## src/rtl/morse_output_module_if.sv

```systemverilog
// Letter request and key-line bundle for morse_output_module.
// The bench/driver side uses master; the transmitter uses slave.
interface morse_output_module_if;
  logic       start;
  logic [7:0] pattern;
  logic [3:0] length;
  logic       morse_out;
  logic       busy;
  logic       done;

  modport master (
    output start, pattern, length,
    input  morse_out, busy, done
  );

  modport slave (
    input  start, pattern, length,
    output morse_out, busy, done
  );
endinterface

```

## src/rtl/morse_output_module.sv

```systemverilog
// Morse letter transmitter: keys up to 8 dot/line symbols, LSB first, with unit gaps.
// Define MORSE_LETTER_GAP_EN to append a 3-unit low letter gap before the done pulse.
module morse_output_module #(
  parameter int UNIT_CYCLES = 4,
  parameter int LINE_UNITS  = 3
) (
  input  logic                         clock,
  input  logic                         reset,
  morse_output_module_if.slave         bus
);

  localparam logic [9:0] DOT_LOAD  = 10'(UNIT_CYCLES - 1);
  localparam logic [9:0] LINE_LOAD = 10'(LINE_UNITS * UNIT_CYCLES - 1);
`ifdef MORSE_LETTER_GAP_EN
  localparam logic [9:0] LGAP_LOAD = 10'(3 * UNIT_CYCLES - 1);
`endif

  typedef enum logic [2:0] {
    S_IDLE = 3'd0,
    S_ON   = 3'd1,
    S_GAP  = 3'd2,
    S_DONE = 3'd3
`ifdef MORSE_LETTER_GAP_EN
    , S_LGAP = 3'd4
`endif
  } state_t;

  state_t     state_q, state_d;
  logic [9:0] cnt_q, cnt_d;
  logic [7:0] sr_q, sr_d;
  logic [3:0] sym_q, sym_d;
  logic       morse_out_q, busy_q, done_q;

  function automatic logic [9:0] on_load(input logic is_line);
    return is_line ? LINE_LOAD : DOT_LOAD;
  endfunction

  function automatic logic [3:0] clamp_len(input logic [3:0] len);
    return (len > 4'd8) ? 4'd8 : len;
  endfunction

  always_comb begin
    state_d = state_q;
    cnt_d   = cnt_q;
    sr_d    = sr_q;
    sym_d   = sym_q;
    case (state_q)
      S_IDLE: begin
        if (bus.start) begin
          if (bus.length == 4'd0) begin
            state_d = S_DONE;
          end else begin
            state_d = S_ON;
            sr_d    = bus.pattern;
            sym_d   = clamp_len(bus.length);
            cnt_d   = on_load(bus.pattern[0]);
          end
        end
      end
      S_ON: begin
        if (cnt_q != 10'd0) begin
          cnt_d = cnt_q - 10'd1;
        end else if (sym_q > 4'd1) begin
          sr_d    = {1'b0, sr_q[7:1]};
          sym_d   = sym_q - 4'd1;
          cnt_d   = DOT_LOAD;
          state_d = S_GAP;
        end else begin
`ifdef MORSE_LETTER_GAP_EN
          cnt_d   = LGAP_LOAD;
          state_d = S_LGAP;
`else
          state_d = S_DONE;
`endif
        end
      end
      S_GAP: begin
        if (cnt_q != 10'd0) begin
          cnt_d = cnt_q - 10'd1;
        end else begin
          cnt_d   = on_load(sr_q[0]);
          state_d = S_ON;
        end
      end
`ifdef MORSE_LETTER_GAP_EN
      S_LGAP: begin
        if (cnt_q != 10'd0) cnt_d = cnt_q - 10'd1;
        else                state_d = S_DONE;
      end
`endif
      S_DONE:  state_d = S_IDLE;
      default: state_d = S_IDLE;
    endcase
  end

  // Outputs are registered from the next state so they line up with state_q.
  always_ff @(posedge clock) begin
    if (reset) begin
      state_q     <= S_IDLE;
      cnt_q       <= 10'd0;
      sr_q        <= 8'd0;
      sym_q       <= 4'd0;
      morse_out_q <= 1'b0;
      busy_q      <= 1'b0;
      done_q      <= 1'b0;
    end else begin
      state_q     <= state_d;
      cnt_q       <= cnt_d;
      sr_q        <= sr_d;
      sym_q       <= sym_d;
      morse_out_q <= (state_d == S_ON);
      busy_q      <= (state_d != S_IDLE) && (state_d != S_DONE);
      done_q      <= (state_d == S_DONE);
    end
  end

  assign bus.morse_out = morse_out_q;
  assign bus.busy      = busy_q;
  assign bus.done      = done_q;

endmodule

```

## src/flat_wrapper.sv

```systemverilog
// flat-port wrapper written by rule: the top's interface ports become plain ports
module morse_output_module_flat 
#(
  parameter int UNIT_CYCLES = 4,
  parameter int LINE_UNITS  = 3
)
  (clock, reset, bus_start, bus_pattern, bus_length, bus_morse_out, bus_busy, bus_done);
  morse_output_module_if bus_i ();
  input  logic clock;
  input  logic reset;
  input wire logic [$bits(bus_i.start)-1:0] bus_start;
  input wire logic [$bits(bus_i.pattern)-1:0] bus_pattern;
  input wire logic [$bits(bus_i.length)-1:0] bus_length;
  output wire logic [$bits(bus_i.morse_out)-1:0] bus_morse_out;
  output wire logic [$bits(bus_i.busy)-1:0] bus_busy;
  output wire logic [$bits(bus_i.done)-1:0] bus_done;
  assign bus_i.start = bus_start;
  assign bus_i.pattern = bus_pattern;
  assign bus_i.length = bus_length;
  assign bus_morse_out = bus_i.morse_out;
  assign bus_busy = bus_i.busy;
  assign bus_done = bus_i.done;
  morse_output_module #(.UNIT_CYCLES(UNIT_CYCLES), .LINE_UNITS(LINE_UNITS)) u_core (.clock(clock), .reset(reset), .bus(bus_i));
endmodule
```

## config.mk

```make
export PLATFORM = sky130hd
export DESIGN_NAME = morse_output_module_flat
export DESIGN_NICKNAME = d
export VERILOG_FILES = /design/src/rtl/morse_output_module_if.sv /design/src/rtl/morse_output_module.sv /design/src/flat_wrapper.sv
export SDC_FILE = /design/constraint.sdc
export NUM_CORES = 1
export LEC_CHECK = 0
export ABC_AREA = 0
export CAP_MARGIN = 20
export CORE_MARGIN = 5
export CORE_UTILIZATION = 30
export DETAILED_ROUTE_END_ITERATION = 7
export DONT_BUFFER_PORTS = 1
export HOLD_SLACK_MARGIN = 0.15
export PLACE_DENSITY_LB_ADDON = 0.2
export SLEW_MARGIN = 20
export SYNTH_ARGS = -nofsm -noshare
export SYNTH_HDL_FRONTEND = slang
export SYNTH_SLANG_ARGS = --single-unit
```

## constraint.sdc

```tcl
create_clock -name clock -period 2.4 [get_ports clock]
set_input_delay 0.12 -clock clock [delete_from_list [all_inputs] [get_ports clock]]
set_output_delay 0.12 -clock clock [all_outputs]
set_load 0.01 [all_outputs]
```

==> flow_summary.ini, run 1 <==
[cts]
clockBufferDepth = 2
cts_resized = 0
post_cts_buffers = 0
clk_pin_slew_ns = 0.10
cts_sinks = 28
cts_buffers = 3
cts_tree = done
hold_buffers = 5
htreeDepth = 1
root_buffer = clkbuf_8
clock_latency_ns = 0.28

[sta]
setup_ws_ns = 0.327
drv_slew = 0
post-route-min-period_ns = 2.07
relSlewSlack_pct = 35.7
hold_violations = 0
setup_viol = 0
fmax_ghz = 0.482
period_share_pct = 86.4
rsz0062_at_grt = no
tightest_slew_ns = 0.961
whs_ns = 0.160
finalClockSkew_ns = 0.00329
finalSetupTns_ns = 0

[power_and_ir_drop]
clkPwrFrac_pct = 26.6
swShare_pct = 32.1
p_total_mw = 1.14
internal_power_mw = 0.773
pwr-share-comb_pct = 27.1
power_density_mw_per_mm2 = 578
p_seq_share_pct = 46.3
power_switching_mw = 0.366
ir_worst_vdd_mv = 0.215
leakage_nw = 0.734

[outcome]
status = completed

[die]
core_mm2 = 0.00585
die_w_um = 87.2
die_h_um = 87.2
ioPinCount = 18
start_util_pct = 30.6
rows = 28
dieArea_mm2 = 0.00761

[logic_synthesis]
yosys_warnings = 0
synth.largest_area_cell = dfxtp_1
syn-num-nets = 224
synth_cell_type_count = 58
yosys-top-cells-count = 28 x dfxtp_1, 18 x a211oi_1, 11 x inv_1, 11 x nor2_1
syn_area_per_cell_um2 = 8.73
synth-async-reset-ratio_pct = 0
synth-edff-count = 0
synth_top_area_share_pct = 31.3
synth_area_mm2 = 0.00179
ys_seq_elements = 28
synth_area_leaders = dfxtp_1 31%, a211oi_1 7.6%, mux2i_1 5.0%, and3_1 2.8%, ha_1 2.8%
ys.flop_type = dfxtp_1
yosysMostFrequentCell = dfxtp_1
synthesis.instances = 205
yosysSeqAreaShare_pct = 31.3

[placement]
port_buffers = 0
place_ws_ns = 0.380
dp_hpwl_um = 3180
place_area_mm2 = 0.00187
placed_cells = 272
place.gp.congestion = 0.761

[final_layout]
fill_cells = 605
instances_no_fill = 281
utilization_pct = 33.7
finalInstanceArea_mm2 = 0.00197
diodes = 0
nNetsFinal = 226
syn_to_final_growth_pct = 10.2
layout-drive-gt1-share_pct = 13.6

[global_routing]
antenna_found_initial = 0
first_global_vias = 1485
grt_max_degree = 24
grt.total_usage_pct = 12.3
grt_remaining_overflow = 0
grt_pass1_wl_um = 7490

[route]
wl_met2_um = 1990
postRouteAntennaNets = 0
drt-initial-drc-count = 134
drc = 0
drt-total-wl_um = 4480
top_layer = met4
dr.pass1.iters = 4
vias = 1549
route.met3.wl_um = 157
wl_met1_um = 2280
vias_per_cell = 5.51
post_drt_wl_per_cell_um = 15.9

[setup_path]
crit_path_start_kind = flip-flop
crit_path_end_kind = flip-flop
worstPathMaxFanout = 10
cp_cell_sequence = inv_1 > ha_1 > nor4b_2 > o2111ai_2 > buf_4 > a211oi_2 > nor4_1
path_class = reg2reg
critical-path-max-stage-delay_ns = 0.46
worst-endpoint-arrival_ns = 2.20
crit_slowest_cell = nor4b_2
worstPathRequired_ns = 2.53

[worst_hold_path]
hp-class = in2reg

[job]
drv_cap = 0
## cell families (layout without fill, tap and decap cells)
logic type / count (synthesis) / after routing / synth area share (%)
flops: 28 / 28 / 31.3
compound gates: 62 / 62 / 27.6
other cells: 1 / 1 / 0.210
fa+ha+maj: 4 / 4 / 2.80
simple gates: 75 / 75 / 26.1
mux: 9 / 9 / 5.04
xor+xnor: 2 / 2 / 1.40
buf+inv: 24 / 25 / 5.59
## power groups by stage
| stage | registers [mW] | clock network [mW] | logic (mW) |
|---|---|---|---|
| floorplan | 0.523 | 0 | 0.246 |
| global placement | 0.539 | 0 | 0.297 |
| detailed placement | 0.537 | 0 | 0.292 |
| CTS | 0.526 | 0.310 | 0.307 |
| global route | 0.532 | 0.324 | 0.342 |
| finish | 0.527 | 0.303 | 0.309 |
## layout by cell type (no fill, tap or decap), types with 2 or more instances in the layout
cell,count
nor3b_1,4
nor4b_2,2
o31ai_1,3
or2_2,2
nor3_1,5
clkbuf_8,4
buf_4,5
dfxtp_1,28
nor4_1,7
a311oi_1,2
and3_1,8
o21a_1,2
or3_1,5
dlygate4sd3_1,5
nand2_1,9
nand2b_1,4
nand3_1,5
or3b_2,2
a31oi_1,5
a211oi_1,18
nand4_1,3
o21ai_0,4
mux2i_1,9
nor2_1,11
a21oi_1,6
inv_1,11
a221oi_1,2
ha_1,4
o31a_1,2
## registers in the layout, summed over array words and instances (netlist names)
| signal | count |
|---|---|
| u_core.state_q | 3 |
| u_core.bus.morse_out | 1 |
| u_core.sym_q | 4 |
| u_core.bus.busy | 1 |
| u_core.bus.done | 1 |
| u_core.sr_q | 8 |
| u_core.cnt_q | 10 |
## final timing paths
path	startpoint	end	slack, ns	depth (start not counted)
hold / removal	reset	u_core.cnt_q[4]	0.16	2
hold reg to reg	u_core.sym_q[1]	u_core.sym_q[1]	0.49	2
setup reg to reg	u_core.cnt_q[0]	u_core.bus.morse_out	0.33	7
setup / recovery	u_core.cnt_q[0]	u_core.bus.morse_out	0.33	7
## layer usage
layer / track usage (%) / up-vias
li1: - / 796
met4: 3.35 / 0
met5: 0 / -
met2: 19.4 / 29
met3: 1.99 / 9
met1: 17.4 / 715
## final cells by class
cell class	count	area, um^2	share of cell area [%]
Clock buffer	4	55.1	2.79
Inverter	11	41.3	2.09
Multi-Input combinational cell	153	1130	57.5
Sequential cell	28	561	28.4
Tap cell	75	93.8	4.76
Timing Repair Buffer	10	87.6	4.44
## worst max-delay path: cells and delay by family, from the launching register on
kind            cells  cell delay (ns)
fa+ha+maj           1             0.19
buf+inv             2             0.38
simple gates        2             0.53
flops               1             0.33
compound gates      2             0.49
(Power assumes the default switching activity.)
==> run 2: changes to the inputs <==
GPL_ROUTABILITY_DRIVEN = 0   (was unset)
clock period = 2.25 ns   (was 2.4 ns; I/O delays follow)
==> run 2 against run 1 <==
Combinational power up 11%. Sequential cell count is the same. Core utilization rose by 0.39 points. Register-to-register slack lost 0.05 ns. Clock power down 7.3%.
==> flow_summary.ini, run 2 (same netlist as run 1, synthesis figures left out) <==
[outcome]
status = completed

[global_routing]
antenna_found_initial = 0
first_global_vias = 1568
grt_pass1_wl_um = 7800
grt_max_degree = 24
grt.total_usage_pct = 12.9
grt_remaining_overflow = 0

[die]
start_util_pct = 30.6
die_h_um = 87.2
die_w_um = 87.2
dieArea_mm2 = 0.00761
core_mm2 = 0.00585
ioPinCount = 18
rows = 28

[setup_path]
crit_path_start_kind = flip-flop
reg2reg_slack_ns = 0.28
worstPathMaxFanout = 5
crit_family = simple AND/OR/NAND/NOR gates
path_class = reg2reg
critical-path-max-stage-delay_ns = 0.51
worst-endpoint-arrival_ns = 2.12
worstPathRequired_ns = 2.40
crit_slowest_cell = or3b_2
critPathBufInv = 1
r2r_start = u_core.cnt_q[0]
crit_path_end_kind = flip-flop
cp_cell_sequence = inv_1 > ha_1 > or3b_2 > or3_1 > a221oi_1 > o21ai_0
startpoint = u_core.cnt_q[0]

[power_and_ir_drop]
ir_worst_vdd_mv = 0.192
leakage_nw = 0.748
power_density_mw_per_mm2 = 595

[worst_hold_path]
hp-class = in2reg
min-delay-start = bus_length[3]

[sta]
hold_violations = 0
relSlewSlack_pct = 33.3
fmax_ghz = 0.507
period_share_pct = 87.7
finalSetupTns_ns = 0
drv_slew = 0
rsz0062_at_grt = no
whs_ns = 0.158
setup_viol = 0
finalClockSkew_ns = 0.00633
tightest_slew_ns = 0.997
post-route-min-period_ns = 1.97

[placement]
placed_cells = 276
port_buffers = 0
dp_hpwl_um = 3280

[route]
drc = 0
wl_met2_um = 2200
vias = 1621
route.met3.wl_um = 214
post_drt_wl_per_cell_um = 16.5
top_layer = met4
wl_met1_um = 2200
postRouteAntennaNets = 0
dr.pass1.iters = 4
drt-total-wl_um = 4680
drt-initial-drc-count = 147
vias_per_cell = 5.71

[cts]
cts_buffers = 3
clockBufferDepth = 2
htreeDepth = 1
root_buffer = clkbuf_8
clock_latency_ns = 0.28
cts_sinks = 28
clk_pin_slew_ns = 0.10
cts_tree = done
post_cts_buffers = 0

[final_layout]
final_common_cell = dfxtp_1
largest_register_ffs = 10
nNetsFinal = 230
diodes = 0
top_regs = u_core.cnt_q (10), u_core.sr_q (8), u_core.sym_q (4)
syn_to_final_growth_pct = 11.5
layout-drive-gt1-share_pct = 15.3
instances_no_fill = 284
regMostFlops = u_core.cnt_q
final_cell_mix = 28 x dfxtp_1, 18 x a211oi_1, 11 x inv_1, 11 x nor2_1
utilization_pct = 34.1

[job]
drv_cap = 0
[run 2: power breakdown]
part | leakage, nW | switching (mW) | total [mW] | internal, mW
Sequential | 0.229 | 0.0359 | 0.562 | 0.526
Clock | 0.0216 | 0.160 | 0.281 | 0.121
Combinational | 0.497 | 0.194 | 0.343 | 0.150
Total | 0.748 | 0.389 | 1.19 | 0.797
[run 2: worst min-delay path, cell delays in order]
cell and delay (ns):
inv_1 0.02, a31oi_1 0.19, a221oi_2 0.08
[run 2: final cells by class]
cell class	instances	area [um^2]
fillers	594	3860
multi-input cells	153	1140
flip-flops and latches	28	561
clock buffers	3	41.3
repair buffers	14	118
inverters	11	41.3
well taps	75	93.8
[run 2: final timing paths]
path,cells past startpoint,endpoint
worst max register to register,6,u_core.cnt_q[6]
worst min-delay path,3,u_core.sym_q[2]
worst min register to register,2,u_core.sym_q[1]
worst max-delay path,6,u_core.cnt_q[6]
[run 2: what timing repair did]
item,4_1_cts,5_1_grt
endpoints found under the setup margin,0,1
hold buffers,5,0
resized for setup,0,1
hold endpoints to repair,24,0
[run 2: per-stage QoR]
| step | total power [mW] | setup slack [ns] | area (um^2) |
|---|---|---|---|
| after floorplan | 0.820 | 0.437 | 1790 |
| after global placement | 0.904 | 0.272 | 1900 |
| after detailed placement | 0.898 | 0.289 | 1900 |
| after CTS | 1.19 | 0.264 | 1990 |
| after global routing | 1.26 | 0.0393 | 1990 |
| final | 1.19 | 0.278 | 1990 |
[run 2: routing by layer]
metal | vias up | GRT usage [%]
li1 | 807 | -
met1 | 773 | 18.1
met2 | 34 | 19.7
met3 | 7 | 2.37
met4 | 0 | 4.74
met5 | - | 0
